### src/rtl/reg_share_arb.sv
// reg_share_arb: four requesters share one WIDTH-bit register through a
// round-robin arbiter. A grant writes the winner's data lane into q on the
// same edge that samples the request. The grant is held for one cycle, and
// the arbiter then waits for the owner to release its request.
// Optional feature macro: REG_SHARE_ARB_PARITY_EN adds q_par = ^q, which is
// registered on the same edge as q.
module reg_share_arb #(
    parameter int WIDTH = 8,
    parameter int NREQ  = 4
) (
    input  logic                  clk,
    input  logic                  syn_reset,
    input  logic [NREQ-1:0]       req,
    input  logic [NREQ*WIDTH-1:0] wdata,
    output logic [NREQ-1:0]       gnt,
    output logic [1:0]            owner,
    output logic [WIDTH-1:0]      q,
    output logic                  q_valid,
`ifdef REG_SHARE_ARB_PARITY_EN
    output logic                  q_par,
`endif
    output logic                  busy
);

    localparam logic [1:0] ST_IDLE     = 2'd0;
    localparam logic [1:0] ST_GRANT    = 2'd1;
    localparam logic [1:0] ST_WAIT_REL = 2'd2;

    logic [1:0]       state_q, state_d;
    logic [1:0]       ptr_q,   ptr_d;
    logic [NREQ-1:0]  gnt_q,   gnt_d;
    logic [1:0]       owner_q, owner_d;
    logic [WIDTH-1:0] data_q,  data_d;
    logic             valid_q, valid_d;

    logic             win_found;
    logic [1:0]       win_idx;
    logic [1:0]       scan_idx;

    // Rotating priority search: the first set request starting at ptr wins.
    always_comb begin
        win_found = 1'b0;
        win_idx   = ptr_q;
        scan_idx  = ptr_q;
        for (int unsigned k = 0; k < NREQ; k++) begin
            scan_idx = ptr_q + 2'(k);
            if (!win_found && req[scan_idx]) begin
                win_found = 1'b1;
                win_idx   = scan_idx;
            end
        end
    end

    // Next-state logic for the FSM, the grant, the rotation pointer and the register.
    always_comb begin
        state_d = state_q;
        ptr_d   = ptr_q;
        gnt_d   = gnt_q;
        owner_d = owner_q;
        data_d  = data_q;
        valid_d = valid_q;
        case (state_q)
            ST_IDLE: begin
                gnt_d = '0;
                if (win_found) begin
                    gnt_d          = '0;
                    gnt_d[win_idx] = 1'b1;
                    owner_d        = win_idx;
                    data_d         = wdata[win_idx*WIDTH +: WIDTH];
                    valid_d        = 1'b1;
                    state_d        = ST_GRANT;
                end
            end
            ST_GRANT: begin
                gnt_d   = '0;
                ptr_d   = owner_q + 2'd1;
                state_d = ST_WAIT_REL;
            end
            ST_WAIT_REL: begin
                gnt_d = '0;
                if (!req[owner_q]) begin
                    state_d = ST_IDLE;
                end
            end
            default: begin
                gnt_d   = '0;
                state_d = ST_IDLE;
            end
        endcase
    end

    // State registers; a reset edge clears everything and performs no write.
    always_ff @(posedge clk) begin
        if (syn_reset) begin
            state_q <= ST_IDLE;
            ptr_q   <= '0;
            gnt_q   <= '0;
            owner_q <= '0;
            data_q  <= '0;
            valid_q <= 1'b0;
        end else begin
            state_q <= state_d;
            ptr_q   <= ptr_d;
            gnt_q   <= gnt_d;
            owner_q <= owner_d;
            data_q  <= data_d;
            valid_q <= valid_d;
        end
    end

`ifdef REG_SHARE_ARB_PARITY_EN
    logic par_q, par_d;

    // Parity follows the next register value, so it updates on the same edge as q.
    always_comb begin
        par_d = ^data_d;
    end

    // Parity register, cleared together with q.
    always_ff @(posedge clk) begin
        if (syn_reset) begin
            par_q <= 1'b0;
        end else begin
            par_q <= par_d;
        end
    end

    assign q_par = par_q;
`endif

    assign gnt     = gnt_q;
    assign owner   = owner_q;
    assign q       = data_q;
    assign q_valid = valid_q;
    assign busy    = (state_q != ST_IDLE);

endmodule

### config.mk
export PLATFORM = sky130hd
export DESIGN_NAME = reg_share_arb
export DESIGN_NICKNAME = d
export VERILOG_FILES = /design/src/rtl/reg_share_arb.sv
export SDC_FILE = /design/constraint.sdc
export NUM_CORES = 1
export LEC_CHECK = 0
export CAP_MARGIN = 0
export CELL_PAD_IN_SITES_DETAIL_PLACEMENT = 1
export CELL_PAD_IN_SITES_GLOBAL_PLACEMENT = 1
export CORE_MARGIN = 10
export CORE_UTILIZATION = 34
export CTS_CLUSTER_DIAMETER = 150
export CTS_CLUSTER_SIZE = 14
export DETAILED_ROUTE_END_ITERATION = 6
export DONT_BUFFER_PORTS = 1
export GPL_TIMING_DRIVEN = 0
export PLACE_DENSITY_LB_ADDON = 0.1
export SYNTH_ARGS = -nofsm -noshare
export SYNTH_HDL_FRONTEND = slang
export SYNTH_SLANG_ARGS = --single-unit
export TNS_END_PERCENT = 10
### constraint.sdc
create_clock -name clk -period 3.6 [get_ports clk]
set_input_delay 0.54 -clock clk [delete_from_list [all_inputs] [get_ports clk]]
set_output_delay 0.54 -clock clk [all_outputs]
set_load 0.01 [all_outputs]
# Word level (Yosys, flattened, before mapping)
# Index checks and enable logic that the tools add are counted.
# totals
register_bits	19
wordCells	58
# classes
add_sub_neg	4
magnitude_cmp	7
n_eq_ne	4
shift	1
muxes	22
n_bitwise	2
reduce_logical	12
# ops
cell	n
indexed part select 32 x 6 -> 8 bit	1
less-than comparator 2 x 3 -> 1 bit, second input constant	6
binary-select mux 1 bit (select 2 bit)	5
2-to-1 mux 1 bit	10
2-to-1 mux 2 bit	5
one-hot mux 2 bit (3 select lines)	1
adder 2 x 1 -> 2 bit, second input constant	2
adder 2 bit, second input constant	2
logical AND 1 bit	4
!= test 2 bit, second input constant	2
AND reduction 2 bit	2
zero test 1 bit	3
OR reduction 3 bit	1
demux 1 bit (select 2 bit)	1
== test 2 x 1 -> 1 bit, second input constant	1
== test 2 bit, second input constant	1
>= comparator 2 x 1 -> 1 bit, second input constant	1
zero test 2 bit	1
inverter 1 bit	2
nonzero test 2 bit	1

# Longest topological paths before layout
# depth
ltp_word	16
mapped_depth	6
depth_no_buf	5

# Worst setup path after synthesis
# Ideal clock, no wire load.
# synth_path
path_type	input -> register
start	in syn_reset
end	reg data_q[0] (netlist: q[0])
arrival_time_ps	1728
required_ps	3527
setup_slack_ps	1798
stages	5
n_path_buf	1
cell_sequence	buf_1 -> or3_4 -> nor4_4 -> a32oi_1 -> o211ai_2
# synth_lines
element	line	text
start: declaration	12	input logic syn_reset,
end signal: assignment	106	data_q <= data_d;
end: declaration	33	logic [WIDTH-1:0] data_q, data_d;

# Worst setup path in the final report
# layout_path
start	reg state_q[1]
end	reg data_q[0] (netlist: q[0])
# layout_between
elab_chain_cells	2
# layout_lines
element	line	text
start: declaration	29	logic [1:0] state_q, state_d;
start signal: assignment	102	state_q <= state_d;
zero test 2 bit	62	case (state_q)
AND reduction 2 bit (no source line)	--	
# No other way between the ends.
# A chain may end at the register's enable or synchronous reset.

==> impl_metrics.toml <==
[outcome]
outcome = "finished clean"

[cts]
clockBufferDepth = 2
numCtsBuffers = 3
hold_buffers = 0
post-cts-setup-buffers = 0
cts_max_level = 1
clock_latency_ps = 300
cts-root-buf = "clkbuf_4"
cts_resized = 0
cts_tree = "done"
numClockSinks = 19
clkTransAtPathRegs_ps = 110

[drt]
viasPerCell = 5.837
wl_mm = 2.952
dr_total_vias = 823
detail-route-antenna-nets = 0
drtIter0Drc = 32
wl_per_cell_um = 20.94
first_pass_iters = 3
drc_errors = 0

[timing]
slew_headroom_pct = 57.87
hold_viol_final = 0
tightestPinTransition_ps = 629.7
hold-worst-slack_ps = 351.9
setup_viol = 0
fin_ws_ps = 1670
fin_crit_sh_pct = 53.62
rsz0062_at_grt = "false"
fmax_mhz = 518.1
skew_ps = 9.161
fin_crit_ps = 1930
final.setup.tns_ps = 0
drv_slew = 0

[grt]
grt_max_degree = 12
antenna_found_initial = 0
grt_overflow = 0
grt_util_met2_pct = 18.73
grt_pass1_vias = 934
busiest_layer = "met2"
grt_use_total_pct = 11.11
grt_pass1_wl_mm = 4.761
use_met1_pct = 12.03
use_met3_pct = 6.383

[power_and_ir_drop]
p_total_mw = 0.4909
peakVddDrop_mv = 0.2194
p_leak_nw = 0.4178
power-per-cell-area_nw_per_um2 = 455.7
switchingPower_mw = 0.1612
swShare_pct = 32.83
seq_power_share_pct = 55.0
pwr-share-comb_pct = 23.0
p_int_mw = 0.3297
clockPowerShare_pct = 22.0

[synth]
ys_ff_latch = 19
synth_area_um2 = 1011
avgSynthCellArea_um2 = 9.537
synth_edf_count = 0
ys.flop_type = "dfxtp_1"
ys_types = 31
yosysMostFrequentCell = "dfxtp_1"
synth.largest_area_cell = "dfxtp_1"
ys_top_cells_by_area = "dfxtp_1, mux2i_1, o211ai_2"
synth_common_cells = "dfxtp_1, nor2_1, mux2i_1"
synthArstFlopShare_pct = 0
seq_area_frac_synth_pct = 37.62
syn_nets = 144
synthCells = 106
synth_top_area_share_pct = 37.62
ys_warn_count = 0

[floorplan]
die_y_um = 74.53
boundaryPins = 54
die_area_um2 = 5555
core_um2 = 2805
fp-row-count = 19
die_x_um = 74.53
initial_core_util_pct = 36.04

[job]
max-cap-violations = 0

[cells_and_area]
finalNonFillerCells = 141
antennaDiodeCount = 0
multi_input_area_um2 = 598.1
syn_to_final_growth_pct = 6.559
drive_gt1_share_pct = 18.18
fin_area_um2 = 1077
final_nets = 149
fillCellCount = 335
seqCellArea_um2 = 380.4
fin_util_pct = 38.40

[placed_design]
portBuffers = 0
dp_slack_ps = 1478
routabilityCongestion = 0.7222
hpwlAfterDp_mm = 2.373
placed_area_um2 = 1050
dp.cells = 137

[worst_setup_path]
worstSetupStartpointType = "register"
crit_fanout = 9
crit_path_max_incr_delay_ps = 510
crit_chain = "or2_4, or3_4, nor4_4, a32oi_1, o211ai_2"
arrival_ps = 2160
worst_path_max_delay_cell = "nor4_4"
critical_path_class = "register to register"
critPathCaptureType = "register"
cp.required_ps = 3830

[min_path]
hp-class = "input pin to register"
## placed cells by master (no fill, tap or decap)
cell type	synthesis	layout
a211oi_1	1	1
a21boi_1	1	1
a21o_1	1	1
a21oi_1	3	3
a21oi_2	1	1
a32oi_1	8	8
a41oi_1	1	1
and2_1	1	1
and3b_1	2	2
buf_1	1	1
buf_2	2	2
clkbuf_1	1	1
clkbuf_4	0	3
clkinv_2	0	1
dfxtp_1	19	19
inv_1	4	4
mux2i_1	10	10
mux4_2	1	1
nand2_1	9	9
nand2b_1	4	4
nand3b_1	1	1
nor2_1	14	14
nor2b_1	2	2
nor3_1	2	2
nor3b_1	1	1
nor4_1	2	2
nor4_4	1	1
o211ai_2	8	8
o21ai_0	1	1
o21ba_2	1	1
or2_4	1	1
or3_4	1	1
xnor2_1	1	1
## logic make-up (layout without fill, tap and decap cells)
family                    after synthesis  after routing  share of synthesized area (%)
DFF                                    19             19                          37.62
muxes                                  11             11                          12.13
buffers and inverters                   8             12                          3.217
and+or+nand+nor                        41             41                          22.40
AOI/OAI and AO/OA                      26             26                          23.76
xor gates and xnor gates                1              1                         0.8665
## power groups by stage
stage / Combinational (mW) / Clock (mW) / Sequential [mW]
floorplan: 0.0957 / 0 / 0.267
global placement: 0.112 / 0 / 0.276
detailed placement: 0.116 / 0 / 0.276
CTS: 0.116 / 0.116 / 0.272
global route: 0.128 / 0.126 / 0.275
finish: 0.113 / 0.108 / 0.270
## layout make-up
cell class	instances	share of cell area, %
clock inverters	1	0.4646
multi-input cells	79	55.52
flip-flops and latches	19	35.31
well taps	31	3.600
inverters	4	1.394
plain buffers	4	1.626
clock buffers	3	2.091
## worst paths after layout
| kind | startpoint | to | depth (start not counted) | slack, ps |
|---|---|---|---|---|
| max | state_q[1] | q[0] | 5 | 1670 |
| min | wdata[14] | q[6] | 2 | 350 |
| max reg2reg | state_q[1] | q[0] | 5 | 1670 |
| min reg2reg | state_q[1] | state_q[1] | 2 | 520 |
## layer usage
layer / wire (um) / vias to the layer above
met1: 1152 / 389
met5: 0 / -
met2: 1454 / 34
met4: 13 / 0
met3: 331 / 2
li1: - / 398
## sequential cells by signal, summed over array words and instances, names as in the netlist
register and flops:
q 8, gnt 4, owner 2, ptr_q 2, state_q 2, q_valid 1
## worst max-delay path, delay by kind of cell (launching register included)
| family | cells | cell delay, ps |
|---|---|---|
| simple gates | 3 | 1190 |
| flops | 1 | 340 |
| compound gates | 2 | 330 |
(Power assumes the default switching activity.)
==> RTL change 1, RTL diff (same flow settings) <==
Build with the macro `REG_SHARE_ARB_PARITY_EN` defined.
--- a/src/rtl/reg_share_arb.sv
+++ b/src/rtl/reg_share_arb.sv
@@ -6,2 +6,4 @@
 // registered on the same edge as q.
+`define REG_SHARE_ARB_PARITY_EN
+
 module reg_share_arb #(
Function (old outputs only; new: q_par): kept (Yosys induction, for registers that start in step).
==> RTL change 1 against the original RTL <==
Core utilization rose by 1.1 points. Power rose by 59%. Worst hold slack improved by 0.16 ns. Clock power rose by 100%. Design area rose by 37%. Sequential cell count rose by 1. Largest cell class unchanged. Critical endpoint is now q_par. Routed wire length rose by 44%. Critical path type unchanged. Sequential power rose by 6%. Count of clock-buffer cells in the layout did not move. Synthesized cell count rose by 52%. Worst setup slack got worse by 0.65 ns. Synthesized area rose by 33%. Die area rose by 24%.
==> RTL change 1: results (changes against the original RTL) <==
<table>
<tr><th>Metric</th><th>Value</th></tr>
<tr><th colspan="2">Outcome</th></tr>
<tr><td>Result of the run</td><td>finished, final reports clean</td></tr>
<tr><th colspan="2">Layout</th></tr>
<tr><td>FF+latch area</td><td>400 µm² (+5.3%)</td></tr>
<tr><td>Count of fill cells added during filler insertion</td><td>470 (+40%)</td></tr>
<tr><td>Post-layout nets</td><td>204 (+37%)</td></tr>
<tr><th colspan="2">Routing</th></tr>
<tr><td>Met3 wire length</td><td>440 µm (+33%)</td></tr>
<tr><td>Vias per std cell</td><td>5.61 (-4.0%)</td></tr>
<tr><td>Routed met1 length</td><td>1630 µm (+42%)</td></tr>
<tr><td>Met2 layer wire length in the routed design</td><td>2120 µm (+46%)</td></tr>
<tr><td>DRT Pass-1 Iters</td><td>4 (+1)</td></tr>
<tr><th colspan="2">Timing</th></tr>
<tr><td>Worst Tran Pin Value</td><td>0.754 ns (+0.124 ns)</td></tr>
<tr><td>Clock tree skew after final layout</td><td>0.00864 ns (-0.000521 ns)</td></tr>
<tr><th colspan="2">Place</th></tr>
<tr><td>Placer Congestion</td><td>0.803 (+11%)</td></tr>
<tr><td>Cell total after placement</td><td>209 (+53%)</td></tr>
<tr><td>Post-DP HPWL</td><td>3530 µm (+49%)</td></tr>
<tr><th colspan="2">Logic synthesis</th></tr>
<tr><td>Share of the yosys chip area belonging to registers</td><td>29.7% (-7.9 points)</td></tr>
<tr><td>Number of distinct standard cells referenced by the synthesized netlist</td><td>49 (+58%)</td></tr>
<tr><td>Top cells by area in the synthesized netlist</td><td>sky130_fd_sc_hd__dfxtp_1 30%, sky130_fd_sc_hd__a21oi_1 4.5%, sky130_fd_sc_hd__nor2_1 4.5%</td></tr>
<tr><td>Cell count after synthesis</td><td>161 (+52%)</td></tr>
<tr><th colspan="2">Global routing</th></tr>
<tr><td>Global-route met3 utilization</td><td>6.45% (+0.062 points)</td></tr>
<tr><td>Vias in the first global route</td><td>1291 (+38%)</td></tr>
<tr><td>Wire length of the first global-routing pass</td><td>6800 µm (+43%)</td></tr>
<tr><td>Global router's overall resource usage</td><td>11.8% (+0.67 points)</td></tr>
<tr><th colspan="2">Worst setup path</th></tr>
<tr><td>Critical path's slowest cell</td><td>sky130_fd_sc_hd__o31ai_2</td></tr>
<tr><td>Launching point of the worst reg2reg path</td><td>ptr_q[1]</td></tr>
<tr><td>Cell family contributing the most delay on the critical path</td><td>compound AO/OA/AOI/OAI gates</td></tr>
<tr><th colspan="2">Power</th></tr>
<tr><td>Leakage</td><td>0.000589 µW (+41%)</td></tr>
<tr><th colspan="2">Min path</th></tr>
<tr><td>Class of the tightest hold or removal check</td><td>reg2reg</td></tr>
<tr><th colspan="2">CTS</th></tr>
<tr><td>Clk_lat worst skew</td><td>0.26 ns (-0.04 ns)</td></tr>
<tr><td>Clock Tree Root</td><td>sky130_fd_sc_hd__clkbuf_8</td></tr>
</table>
-- RTL change 1: worst reg2reg max path, cell delays in order, from the launching register on --
cell                       delay [ns]
sky130_fd_sc_hd__dfxtp_1         0.47
sky130_fd_sc_hd__or3_1           0.16
sky130_fd_sc_hd__o21ai_1         0.06
sky130_fd_sc_hd__o31ai_2         0.62
sky130_fd_sc_hd__o211ai_1        0.25
sky130_fd_sc_hd__a32o_1          0.30
sky130_fd_sc_hd__xnor2_1         0.18
sky130_fd_sc_hd__xnor2_1         0.15
sky130_fd_sc_hd__xnor3_1         0.23
sky130_fd_sc_hd__nor2_1          0.09
-- RTL change 1: cell families after synthesis --
| group | synth area share, % |
|---|---|
| AOI/OAI and AO/OA | 33.6 |
| and+or+nand+nor | 21.1 |
| buffers and inverters | 8.36 |
| DFF | 29.7 |
| xor gates and xnor gates | 5.57 |
| muxes | 1.67 |
-- RTL change 1: cell type report --
cell class / count / share of cell area [%]
Buffer: 11 / 5.08
Tap cell: 48 / 4.06
Clock buffer: 3 / 2.79
Sequential cell: 20 / 27.1
Inverter: 10 / 2.54
Multi-Input combinational cell: 120 / 56.4
Clock inverter: 1 / 2.03
-- RTL change 1: path summary, 6_finish.rpt --
path / end / slack [ns] / cells past startpoint
worst max-delay path: q_par / 1.02 / 9
worst min-delay path: state_q[1] / 0.51 / 2
worst max register to register: q_par / 1.02 / 9
worst min register to register: state_q[1] / 0.51 / 2
-- RTL change 1: power by group --
part	total (µW)	switching [µW]	leakage [µW]	internal, µW
clock	221	72.6	0.0000357	148
combinational	275	139	0.000389	135
sequential	286	35.3	0.000165	251
total	782	247	0.000589	535
==> RTL change 2, RTL diff (same flow settings) <==
Without the edit above. `data_q` no longer has a reset.
--- a/src/rtl/reg_share_arb.sv
+++ b/src/rtl/reg_share_arb.sv
@@ -98,3 +98,2 @@
             owner_q <= '0;
-            data_q  <= '0;
             valid_q <= 1'b0;
@@ -105,5 +104,8 @@
             owner_q <= owner_d;
-            data_q  <= data_d;
             valid_q <= valid_d;
         end
+    end
+
+    always_ff @(posedge clk) begin
+        data_q <= data_d;
     end
Formal check against the unedited RTL: not equivalent (a bounded check fails within 4 cycles, from zero or initial values and one cycle with syn_reset high).
==> RTL change 2 against the original RTL <==
Design area decreased by 1.2%. Power increased by 2.3%. Worst setup slack improved by 0.072 ns. Maximum frequency increased by 3.9%. Synthesized area decreased by 1.2%. Worst hold slack improved by 0.093 ns. Routed wire length decreased by 17%. Via count decreased by 15%. Sequential share of layout area increased by 7.9 points. Sequential cell count unchanged. Critical endpoint is now q[5]. Largest cell class unchanged.
==> RTL change 2: results (changes against the original RTL) <==
<table>
<tr><th>Metric</th><th>Value</th></tr>
<tr><th colspan="2">Place</th></tr>
<tr><td>Placed instance area</td><td>1040 µm² (-1.2%)</td></tr>
<tr><td>Post-DP HPWL</td><td>2030 µm (-15%)</td></tr>
<tr><td>Placer Congestion</td><td>0.744 (+3.0%)</td></tr>
<tr><th colspan="2">Timing</th></tr>
<tr><td>Clock tree skew after final layout</td><td>0.00611 ns (-0.00305 ns)</td></tr>
<tr><th colspan="2">Power</th></tr>
<tr><td>Leakage</td><td>0.000410 µW (-2.0%)</td></tr>
<tr><td>Worst supply voltage drop on vdd</td><td>0.202 mV (-7.9%)</td></tr>
<tr><td>Switching Share</td><td>30.0% (-2.8 points)</td></tr>
<tr><th colspan="2">Routing</th></tr>
<tr><td>Final wirelength</td><td>2450 µm (-17%)</td></tr>
<tr><td>First-iteration detailed-routing DRC count</td><td>20 (-38%)</td></tr>
<tr><td>DRT Pass-1 Iters</td><td>4 (+1)</td></tr>
<tr><td>Vias per std cell</td><td>5.53 (-5.2%)</td></tr>
<tr><th colspan="2">Logic synthesis</th></tr>
<tr><td>Top cells by area in the synthesized netlist</td><td>sky130_fd_sc_hd__mux2i_1 24%, sky130_fd_sc_hd__edfxtp_1 24%, sky130_fd_sc_hd__dfxtp_1 22%</td></tr>
<tr><td>Share of the yosys chip area belonging to registers</td><td>46.1% (+8.5 points)</td></tr>
<tr><td>Number of distinct standard cells referenced by the synthesized netlist</td><td>29 (-6.5%)</td></tr>
<tr><td>Number of synthesized flops with an enable pin</td><td>8 (+8)</td></tr>
<tr><td>Most frequent cells after synthesis</td><td>24 x sky130_fd_sc_hd__mux2i_1, 11 x sky130_fd_sc_hd__dfxtp_1, 9 x sky130_fd_sc_hd__nor2_1</td></tr>
<tr><th colspan="2">Global routing</th></tr>
<tr><td>Wire length of the first global-routing pass</td><td>3760 µm (-21%)</td></tr>
<tr><td>Global router's overall resource usage</td><td>8.94% (-2.2 points)</td></tr>
<tr><th colspan="2">Min path</th></tr>
<tr><td>Worst Hold Launch</td><td>req[1]</td></tr>
<tr><th colspan="2">Worst setup path</th></tr>
<tr><td>WP data arrival</td><td>1.92 ns (-0.24 ns)</td></tr>
<tr><td>Launching point of the worst reg2reg path</td><td>ptr_q[1]</td></tr>
<tr><td>R2r worst-path depth</td><td>6 (+1)</td></tr>
<tr><td>Reg2reg end</td><td>q[5]</td></tr>
<tr><td>Maximum fanout encountered on the critical timing path</td><td>10 (+1)</td></tr>
<tr><th colspan="2">Outcome</th></tr>
<tr><td>Result of the run</td><td>finished, final reports clean</td></tr>
</table>
RTL change 2: area by class of cell:
cell class | count | area share, %
flip-flops and latches | 19 | 43.2
inverters | 2 | 0.705
clock buffers | 3 | 2.12
plain buffers | 4 | 3.53
well taps | 31 | 3.64
clock inverters | 1 | 0.470
multi-input cells | 66 | 46.3
RTL change 2: per-layer routing:
metal  part of all wire [%]  track usage (%)  wire [µm]  vias to the layer above
met2                     47             13.3       1140                       34
met5                      0                0          0                        -
met1                     42             10.4       1020                      325
met3                     11             6.25        273                        2
met4                   0.53             1.86         13                        0
li1                       -                -          -                      336
RTL change 2: critical path, delay by kind of cell, from the launching register on:
family / cells / cell delay, ns
buffers and inverters: 1 / 0.17
multiplexers: 2 / 0.30
AND/OR/NAND/NOR: 3 / 0.79
flip-flops: 1 / 0.37
RTL change 2: power by group through the flow:
stage / logic [µW] / registers [µW] / clock network, µW
after detailed placement: 108 / 296 / 0
after global placement: 106 / 296 / 0
after floorplan: 90.3 / 287 / 0
after CTS: 108 / 291 / 118
after global routing: 121 / 293 / 127
final: 105 / 288 / 109
RTL change 2: cell families (layout without fill, tap and decap cells):
| family | after synthesis | after routing | synth area share [%] |
|---|---|---|---|
| DFF | 19 | 19 | 46.1 |
| AOI/OAI and AO/OA | 10 | 10 | 5.64 |
| buffers and inverters | 6 | 10 | 4.51 |
| and+or+nand+nor | 30 | 30 | 16.2 |
| muxes | 25 | 25 | 26.7 |
| xor gates and xnor gates | 1 | 1 | 0.877 |
RTL change 2: per-stage QoR:
stage	total power, µW	utilization, %	hold WS [ns]	instances
CTS	518	38.3	0.427	126
global placement	401	37.3	0.487	122
detailed placement	404	37.3	0.506	122
global route	541	38.3	0.427	126
floorplan	377	-	0.466	91
finish	502	38.3	0.445	126
RTL change 2: worst max-delay path by stage:
stage	start	slack [ns]	to	depth (start not counted)
floorplan	req[0]	1.66	q[0]	6
global placement	req[0]	1.57	q[0]	6
detailed placement	req[0]	1.52	q[5]	6
CTS	ptr_q[1]	1.70	q[5]	6
global route	ptr_q[0]	1.62	q[7]	5
finish	ptr_q[1]	1.74	q[5]	6
